## src/rtl/fizzbuzz_line_gen_pkg.sv

```systemverilog
`default_nettype none
// ============================================================================
// Module      : fizzbuzz_line_gen_pkg
// Description : Shared state encodings, ASCII constants, word tables and
//               helpers for the FizzBuzz line generator.
// Revision    : 1.0 - initial release
// ============================================================================
package fizzbuzz_line_gen_pkg;

  // FSM state encodings
  localparam logic [1:0] ST_IDLE     = 2'd0;
  localparam logic [1:0] ST_CLASSIFY = 2'd1;
  localparam logic [1:0] ST_EMIT     = 2'd2;
  localparam logic [1:0] ST_ADVANCE  = 2'd3;

  // ASCII constants
  localparam logic [7:0] ASCII_SPACE = 8'h20;
  localparam logic [7:0] ASCII_ZERO  = 8'h30;

  // Word tables, first character in the most significant byte
  localparam logic [31:0] FIZZ_STR = 32'h46_69_7A_7A;  // "Fizz"
  localparam logic [31:0] BUZZ_STR = 32'h42_75_7A_7A;  // "Buzz"

  // Classification result registered by the parent in CLASSIFY
  typedef struct packed {
    logic       fizz;
    logic       buzz;
    logic [1:0] ndigits;  // 1..3 significant decimal digits
  } class_t;

  // Pick byte idx (0 = leftmost) out of a 4-character word
  function automatic logic [7:0] str_byte(input logic [31:0] s, input logic [1:0] idx);
    logic [7:0] b;
    case (idx)
      2'd0:    b = s[31:24];
      2'd1:    b = s[23:16];
      2'd2:    b = s[15:8];
      default: b = s[7:0];
    endcase
    return b;
  endfunction

  // Digit to ASCII; out-of-range digits still map to 0x30+d
  function automatic logic [7:0] digit_char(input logic [3:0] d);
    return ASCII_ZERO + {4'h0, d};
  endfunction

endpackage
`default_nettype wire

```

## src/rtl/fizzbuzz_line_gen_classify.sv

```systemverilog
`default_nettype none
// ============================================================================
// Module      : fizzbuzz_line_gen_classify
// Description : Combinational classifier: digit-sum divisibility by 3, units
//               digit buzz test and significant digit count.
// Revision    : 1.0 - initial release
// ============================================================================
module fizzbuzz_line_gen_classify
  import fizzbuzz_line_gen_pkg::*;
(
  input  logic [3:0] digit2_i,
  input  logic [3:0] digit1_i,
  input  logic [3:0] digit0_i,
  output class_t     class_o
);

  // Sum is 6 bits so out-of-range digits (up to 15 each) cannot wrap
  logic [5:0] w_sum;

  // Classify the three digits
  always_comb begin
    w_sum = {2'b00, digit2_i} + {2'b00, digit1_i} + {2'b00, digit0_i};
    class_o.fizz = ((w_sum % 6'd3) == 6'd0);
    class_o.buzz = (digit0_i == 4'd0) || (digit0_i == 4'd5);
    if (digit2_i != 4'd0) begin
      class_o.ndigits = 2'd3;
    end else if (digit1_i != 4'd0) begin
      class_o.ndigits = 2'd2;
    end else begin
      class_o.ndigits = 2'd1;
    end
  end

endmodule
`default_nettype wire

```

## src/rtl/fizzbuzz_line_gen.sv

```systemverilog
`default_nettype none
// ============================================================================
// Module      : fizzbuzz_line_gen
// Description : Snapshots the BCD counter on request, classifies the value and
//               streams one fixed-width ASCII line, then pulses the counter's
//               increment. Stops (sticky done) after MAX_VALUE.
// Revision    : 1.0 - initial release
// ============================================================================
module fizzbuzz_line_gen
  import fizzbuzz_line_gen_pkg::*;
#(
  parameter int LINE_WIDTH = 8,
  parameter int MAX_VALUE  = 100
) (
  input  logic       clk,
  input  logic       rst,
  input  logic       line_req,
  input  logic [3:0] digit2,
  input  logic [3:0] digit1,
  input  logic [3:0] digit0,
  output logic       increment,
  output logic [7:0] char_data,
  output logic       char_valid,
  input  logic       char_ready,
  output logic       char_last,
  output logic       busy,
  output logic       done
);

  localparam int             IDX_W    = $clog2(LINE_WIDTH);
  localparam logic [IDX_W-1:0] LAST_IDX = IDX_W'(LINE_WIDTH - 1);
  localparam logic [3:0]     MAX_D2   = 4'(MAX_VALUE / 100);
  localparam logic [3:0]     MAX_D1   = 4'((MAX_VALUE / 10) % 10);
  localparam logic [3:0]     MAX_D0   = 4'(MAX_VALUE % 10);

  logic [1:0]       state_q, state_d;
  logic [IDX_W-1:0] idx_q, idx_d;
  logic             done_q, done_d;
  logic [3:0]       d2_q, d1_q, d0_q;
  class_t           cls_q;
  class_t           w_cls;
  logic             w_beat;
  logic             w_is_max;
  logic [4:0]       w_pos;
  logic [7:0]       w_char;

  fizzbuzz_line_gen_classify u_classify (
    .digit2_i (digit2),
    .digit1_i (digit1),
    .digit0_i (digit0),
    .class_o  (w_cls)
  );

  assign w_beat   = (state_q == ST_EMIT) && char_ready;
  assign w_is_max = (d2_q == MAX_D2) && (d1_q == MAX_D1) && (d0_q == MAX_D0);
  assign w_pos    = 5'(idx_q);

  // Next-state logic: FSM, character index and sticky done
  always_comb begin
    state_d = state_q;
    idx_d   = idx_q;
    done_d  = done_q;
    case (state_q)
      ST_IDLE: begin
        if (line_req && !done_q) begin
          state_d = ST_CLASSIFY;
        end
      end
      ST_CLASSIFY: begin
        idx_d   = '0;
        state_d = ST_EMIT;
      end
      ST_EMIT: begin
        if (w_beat) begin
          if (idx_q == LAST_IDX) begin
            idx_d = '0;
            if (w_is_max) begin
              done_d  = 1'b1;
              state_d = ST_IDLE;
            end else begin
              state_d = ST_ADVANCE;
            end
          end else begin
            idx_d = idx_q + 1'b1;
          end
        end
      end
      default: begin
        state_d = ST_IDLE;
      end
    endcase
  end

  // State, index and done registers
  always_ff @(posedge clk) begin
    if (rst) begin
      state_q <= ST_IDLE;
      idx_q   <= '0;
      done_q  <= 1'b0;
    end else begin
      state_q <= state_d;
      idx_q   <= idx_d;
      done_q  <= done_d;
    end
  end

  // Digit snapshot and classification captured during CLASSIFY
  always_ff @(posedge clk) begin
    if (rst) begin
      d2_q  <= 4'd0;
      d1_q  <= 4'd0;
      d0_q  <= 4'd0;
      cls_q <= '0;
    end else if (state_q == ST_CLASSIFY) begin
      d2_q  <= digit2;
      d1_q  <= digit1;
      d0_q  <= digit0;
      cls_q <= w_cls;
    end
  end

  // Character mux: word text or left-aligned digits, space padded
  always_comb begin
    w_char = ASCII_SPACE;
    if (cls_q.fizz && cls_q.buzz) begin
      if (w_pos < 5'd4) begin
        w_char = str_byte(FIZZ_STR, w_pos[1:0]);
      end else if (w_pos < 5'd8) begin
        w_char = str_byte(BUZZ_STR, w_pos[1:0]);
      end
    end else if (cls_q.fizz) begin
      if (w_pos < 5'd4) begin
        w_char = str_byte(FIZZ_STR, w_pos[1:0]);
      end
    end else if (cls_q.buzz) begin
      if (w_pos < 5'd4) begin
        w_char = str_byte(BUZZ_STR, w_pos[1:0]);
      end
    end else begin
      case (cls_q.ndigits)
        2'd3: begin
          if (w_pos == 5'd0)      w_char = digit_char(d2_q);
          else if (w_pos == 5'd1) w_char = digit_char(d1_q);
          else if (w_pos == 5'd2) w_char = digit_char(d0_q);
        end
        2'd2: begin
          if (w_pos == 5'd0)      w_char = digit_char(d1_q);
          else if (w_pos == 5'd1) w_char = digit_char(d0_q);
        end
        default: begin
          if (w_pos == 5'd0)      w_char = digit_char(d0_q);
        end
      endcase
    end
  end

  // Outputs decoded from registered state; data idles at space
  always_comb begin
    char_valid = (state_q == ST_EMIT);
    char_data  = (state_q == ST_EMIT) ? w_char : ASCII_SPACE;
    char_last  = (state_q == ST_EMIT) && (idx_q == LAST_IDX);
    increment  = (state_q == ST_ADVANCE);
    busy       = (state_q != ST_IDLE);
    done       = done_q;
  end

endmodule
`default_nettype wire

```

## config.mk

```make
export PLATFORM = sky130hd
export DESIGN_NAME = fizzbuzz_line_gen
export DESIGN_NICKNAME = d
export VERILOG_FILES = /design/src/rtl/fizzbuzz_line_gen_pkg.sv /design/src/rtl/fizzbuzz_line_gen_classify.sv /design/src/rtl/fizzbuzz_line_gen.sv
export SDC_FILE = /design/constraint.sdc
export NUM_CORES = 1
export LEC_CHECK = 0
export CORE_MARGIN = 3
export CORE_UTILIZATION = 58
export DETAILED_ROUTE_END_ITERATION = 16
export DONT_BUFFER_PORTS = 1
export PLACE_DENSITY = 0.77
export SYNTH_ARGS = -nofsm -noshare
export SYNTH_HDL_FRONTEND = slang
export SYNTH_SLANG_ARGS = --single-unit
export TNS_END_PERCENT = 100
```

## constraint.sdc

```tcl
create_clock -name clk -period 7.4 [get_ports clk]
set_clock_uncertainty 0.1 [all_clocks]
set_input_delay 1.48 -clock clk [delete_from_list [all_inputs] [get_ports clk]]
set_output_delay 1.48 -clock clk [all_outputs]
set_load 0.05 [all_outputs]
```

==> results of run 1 <==
[layer usage]
metal  up-vias  share of wire [%]  GRT usage (%)
met5         -                  0              0
met4         0                1.3          5.857
met3         7                2.6          1.594
met2        41                 50          40.04
met1      1055                 46          29.12
li1       1118                  -              -
[power by group through the flow]
stage / Sequential (W) / Combinational, W / Clock (W)
after floorplan: 0.000131 / 0.000402 / 0
after global placement: 0.000136 / 0.000469 / 0
after detailed placement: 0.000136 / 0.000481 / 0
after CTS: 0.000134 / 0.000483 / 0.0000737
after global routing: 0.000135 / 0.000558 / 0.0000794
final: 0.000134 / 0.000506 / 0.0000737
[metrics by stage]
stage,worst slack [ps],area [um2],power [W],utilization [%],hold slack (ps)
finish,391.4,2439,0.0007136,64.66,361.7
global route,-7.936,2439,0.0007727,64.66,388.9
global placement,291.8,2366,0.0006051,62.74,357.4
detailed placement,81.10,2366,0.0006172,62.74,354.1
floorplan,316.0,2335,0.0005326,-,343.9
CTS,345.1,2407,0.0006900,63.84,363.9
[cells in the mapped netlist, types with 2 or more instances]
master / instances / area share [%]
a21oi_1: 34 / 7.3
o21ai_0: 9 / 1.9
a211oi_1: 3 / 0.96
o211ai_1: 4 / 1.3
nor2_1: 34 / 5.5
a21o_1: 5 / 1.6
or4_1: 2 / 0.64
mux2i_1: 4 / 1.7
nand4_1: 3 / 0.80
nand2b_1: 8 / 2.1
xnor2_1: 5 / 1.9
a22o_1: 2 / 0.75
nor4_2: 2 / 1.1
o21ai_1: 2 / 0.43
a211o_1: 2 / 0.75
nor2b_1: 2 / 0.54
nand3_1: 6 / 1.3
nor3b_1: 2 / 0.64
mux2_2: 2 / 0.96
clkbuf_1: 14 / 2.3
nor3_1: 8 / 1.7
or2_2: 5 / 1.3
ha_1: 21 / 11
nand2_1: 39 / 6.3
dfxtp_1: 22 / 19
and3_1: 5 / 1.3
a21boi_0: 2 / 0.64
a31oi_1: 5 / 1.3
xor2_1: 4 / 1.5
inv_1: 13 / 2.1
nor4_1: 3 / 0.80
and2_1: 4 / 1.1
fa_1: 2 / 1.7
a22oi_1: 8 / 2.6
[critical path: cells and delay by family]
kind                       cells  cell delay (ps)
adders and majority gates      7             1810
xor gates and xnor gates       4              700
AOI/OAI and AO/OA              6             1350
and+or+nand+nor                9             1560
buffers and inverters          2              190
[sequential cells by signal (all words and copies together) (netlist names)]
register and cells:
cls_q 4, d1_q 4, idx_q 3, d0_q 4, done 1, d2_q 4
state_q 2
[kinds of logic after synthesis]
| family | count (synthesis) |
|---|---|
| AO/OA/AOI/OAI | 91 |
| XOR/XNOR | 12 |
| adder cells (fa/ha/maj) | 23 |
| buffers and inverters | 29 |
| flip-flops | 22 |
| multiplexers | 8 |
| other | 1 |
| AND/OR/NAND/NOR | 128 |
[placed cells by master, fill, tap and decap left out, types with 3 or more instances in the layout]
master / instances
a211oi_1: 3
a21o_1: 5
a21oi_1: 34
a22oi_1: 8
a31oi_1: 5
and2_1: 4
and3_1: 5
buf_4: 7
clkbuf_8: 3
dfxtp_1: 22
ha_1: 21
inv_1: 13
mux2i_1: 4
nand2_1: 39
nand2b_1: 8
nand3_1: 6
nand4_1: 3
nor2_1: 34
nor3_1: 8
nor4_1: 3
o211ai_1: 4
o21ai_0: 9
or2_2: 5
xnor2_1: 5
xor2_1: 4
[path summary, 6_finish.rpt]
check | startpoint | endpoint | slack [ps] | cells after the start
setup / recovery | digit2[0] | cls_q[3] | 390 | 28
hold / removal | d2_q[3] | d2_q[3] | 360 | 2
setup reg to reg | state_q[0] | cls_q[3] | 5170 | 5
hold reg to reg | d2_q[3] | d2_q[3] | 360 | 2
[timing repair]
action                     in CTS  in global routing
setup endpoints to repair       0                  1
buffers inserted                0                  3
gates resized for setup         0                  1
[area by class of cell]
cell class	instances	share of cell area (%)
multi-input cells	263	73.63
clock buffers	3	1.693
inverters	13	2.001
repair buffers	7	2.155
well taps	48	2.463
flip-flops and latches	22	18.06
==> metrics, run 1 <==
mean cell area of the mapped netlist=7.435 um2; Vias=2221; cell area after synthesis=0.002335 mm2; Overall Global Routing Usage=22.47%; Sw Share=about 46%; CP Launch Type=input port; core area=0.003771 mm2; WP data arrival=7100 ps; Syn-to-layout area delta=4.448%; final RePlAce weighted congestion=0.8918; Multi-input gate area=approximately 0.0018 mm2; Synth async-reset ratio=0%; sequential cell area=about 440 um2; Synth cell types=62; width of the die=69.45 um; detailed placement HPWL=4113 um; internal power=0.0003888 W; Post-Synth Adder-Cell Area=12.97%; Tightest Pin Transition=1147 ps; kind of critical path=in -> reg; Clock Sinks=22; Primary FF master, synth=dfxtp_1; CP Data Required Time=7490 ps; post-layout min period=7009 ps; DRT iter0 DRCs=203; EDFF count, synth=0; worst IR drop on VDD=0.2666 mV; filler cell count=363; Crit-path slowest cell=fa_1; pin count of the biggest net entering global routing=24; Avg Vias per Cell=6.239; HP Class=reg -> reg; Sequential Power Share=18.8%; Die Span Y=69.45 um; switching power=0.0003248 W; layout cells sized above 1=between 10% and 20%; Seq/Total Area, Yosys=18.86%; max_slew headroom=23.16%; CTS Buffer Depth=2; Worst Path Max Fanout=7; combinational fraction of design power=70.9%; # port buffers=0; DIE AREA=0.004823 mm2; #FFs+latches synth=22; period utilization=94.71%; CTS tree=done; Yosys warning total=0; Detail Route Antenna Nets=0; DRC=0; Clock Power Share=10.3%; final-stage net count=~350; pwr/cell area=292.6 mW/mm2; initial antenna violation count=0; Leak=0.9488 nW; router iterations before antenna repair=4; Synth Net Count=353; clock latency on the worst-skew pair=260 ps; Avg WL per Cell=15.28 um; post-synthesis compound-gate area fraction=26.58%; Max Cap Viol=0; Max Freq=142.7 MHz; hold_buf cts=0; endpoint type of the worst setup path=flop; most used cell, CP=ha_1; status=finished clean; Post-Layout Cell Count=356; largest family of logic cells by synthesized area=simple AND/OR/NAND/NOR gates; number of H-tree levels=1; clock transition at the registers of the reported paths=80 ps; post-synthesis mux area share=under 10%; final hold violation count=0; CTS Buf Count=3; crit-path max cell delay=400 ps; post-synthesis xor/xnor area fraction=under 10%; Final setup viols=0; simple-gate share of the synthesized area=between 20% and 30%; TNS Setup=0 ps; vias in the first global route=approximately 2000; Final Slew Violations=0; Starting Density=61.91%; global-route wire length before repair=a little over 9000 um; # IOs=29; placed instance count=350; final WL=5438 um; gr ovfl total=0; Synth Instances=314; FP Rows=22; Antenna Cells=0; CTS Root Cell=clkbuf_8
Power figures use the tool's default switching activity.
==> run 2, diff against run 1 <==
--- a/config.mk
+++ b/config.mk
@@ -7,6 +7,7 @@
 export LEC_CHECK = 0
 export CORE_MARGIN = 3
 export CORE_UTILIZATION = 58
+export CTS_CLUSTER_DIAMETER = 120
 export DETAILED_ROUTE_END_ITERATION = 16
 export DONT_BUFFER_PORTS = 1
 export PLACE_DENSITY = 0.77
==> results of run 2 <==
No change in the layout: final DEF, timing and power equal those of run 1.
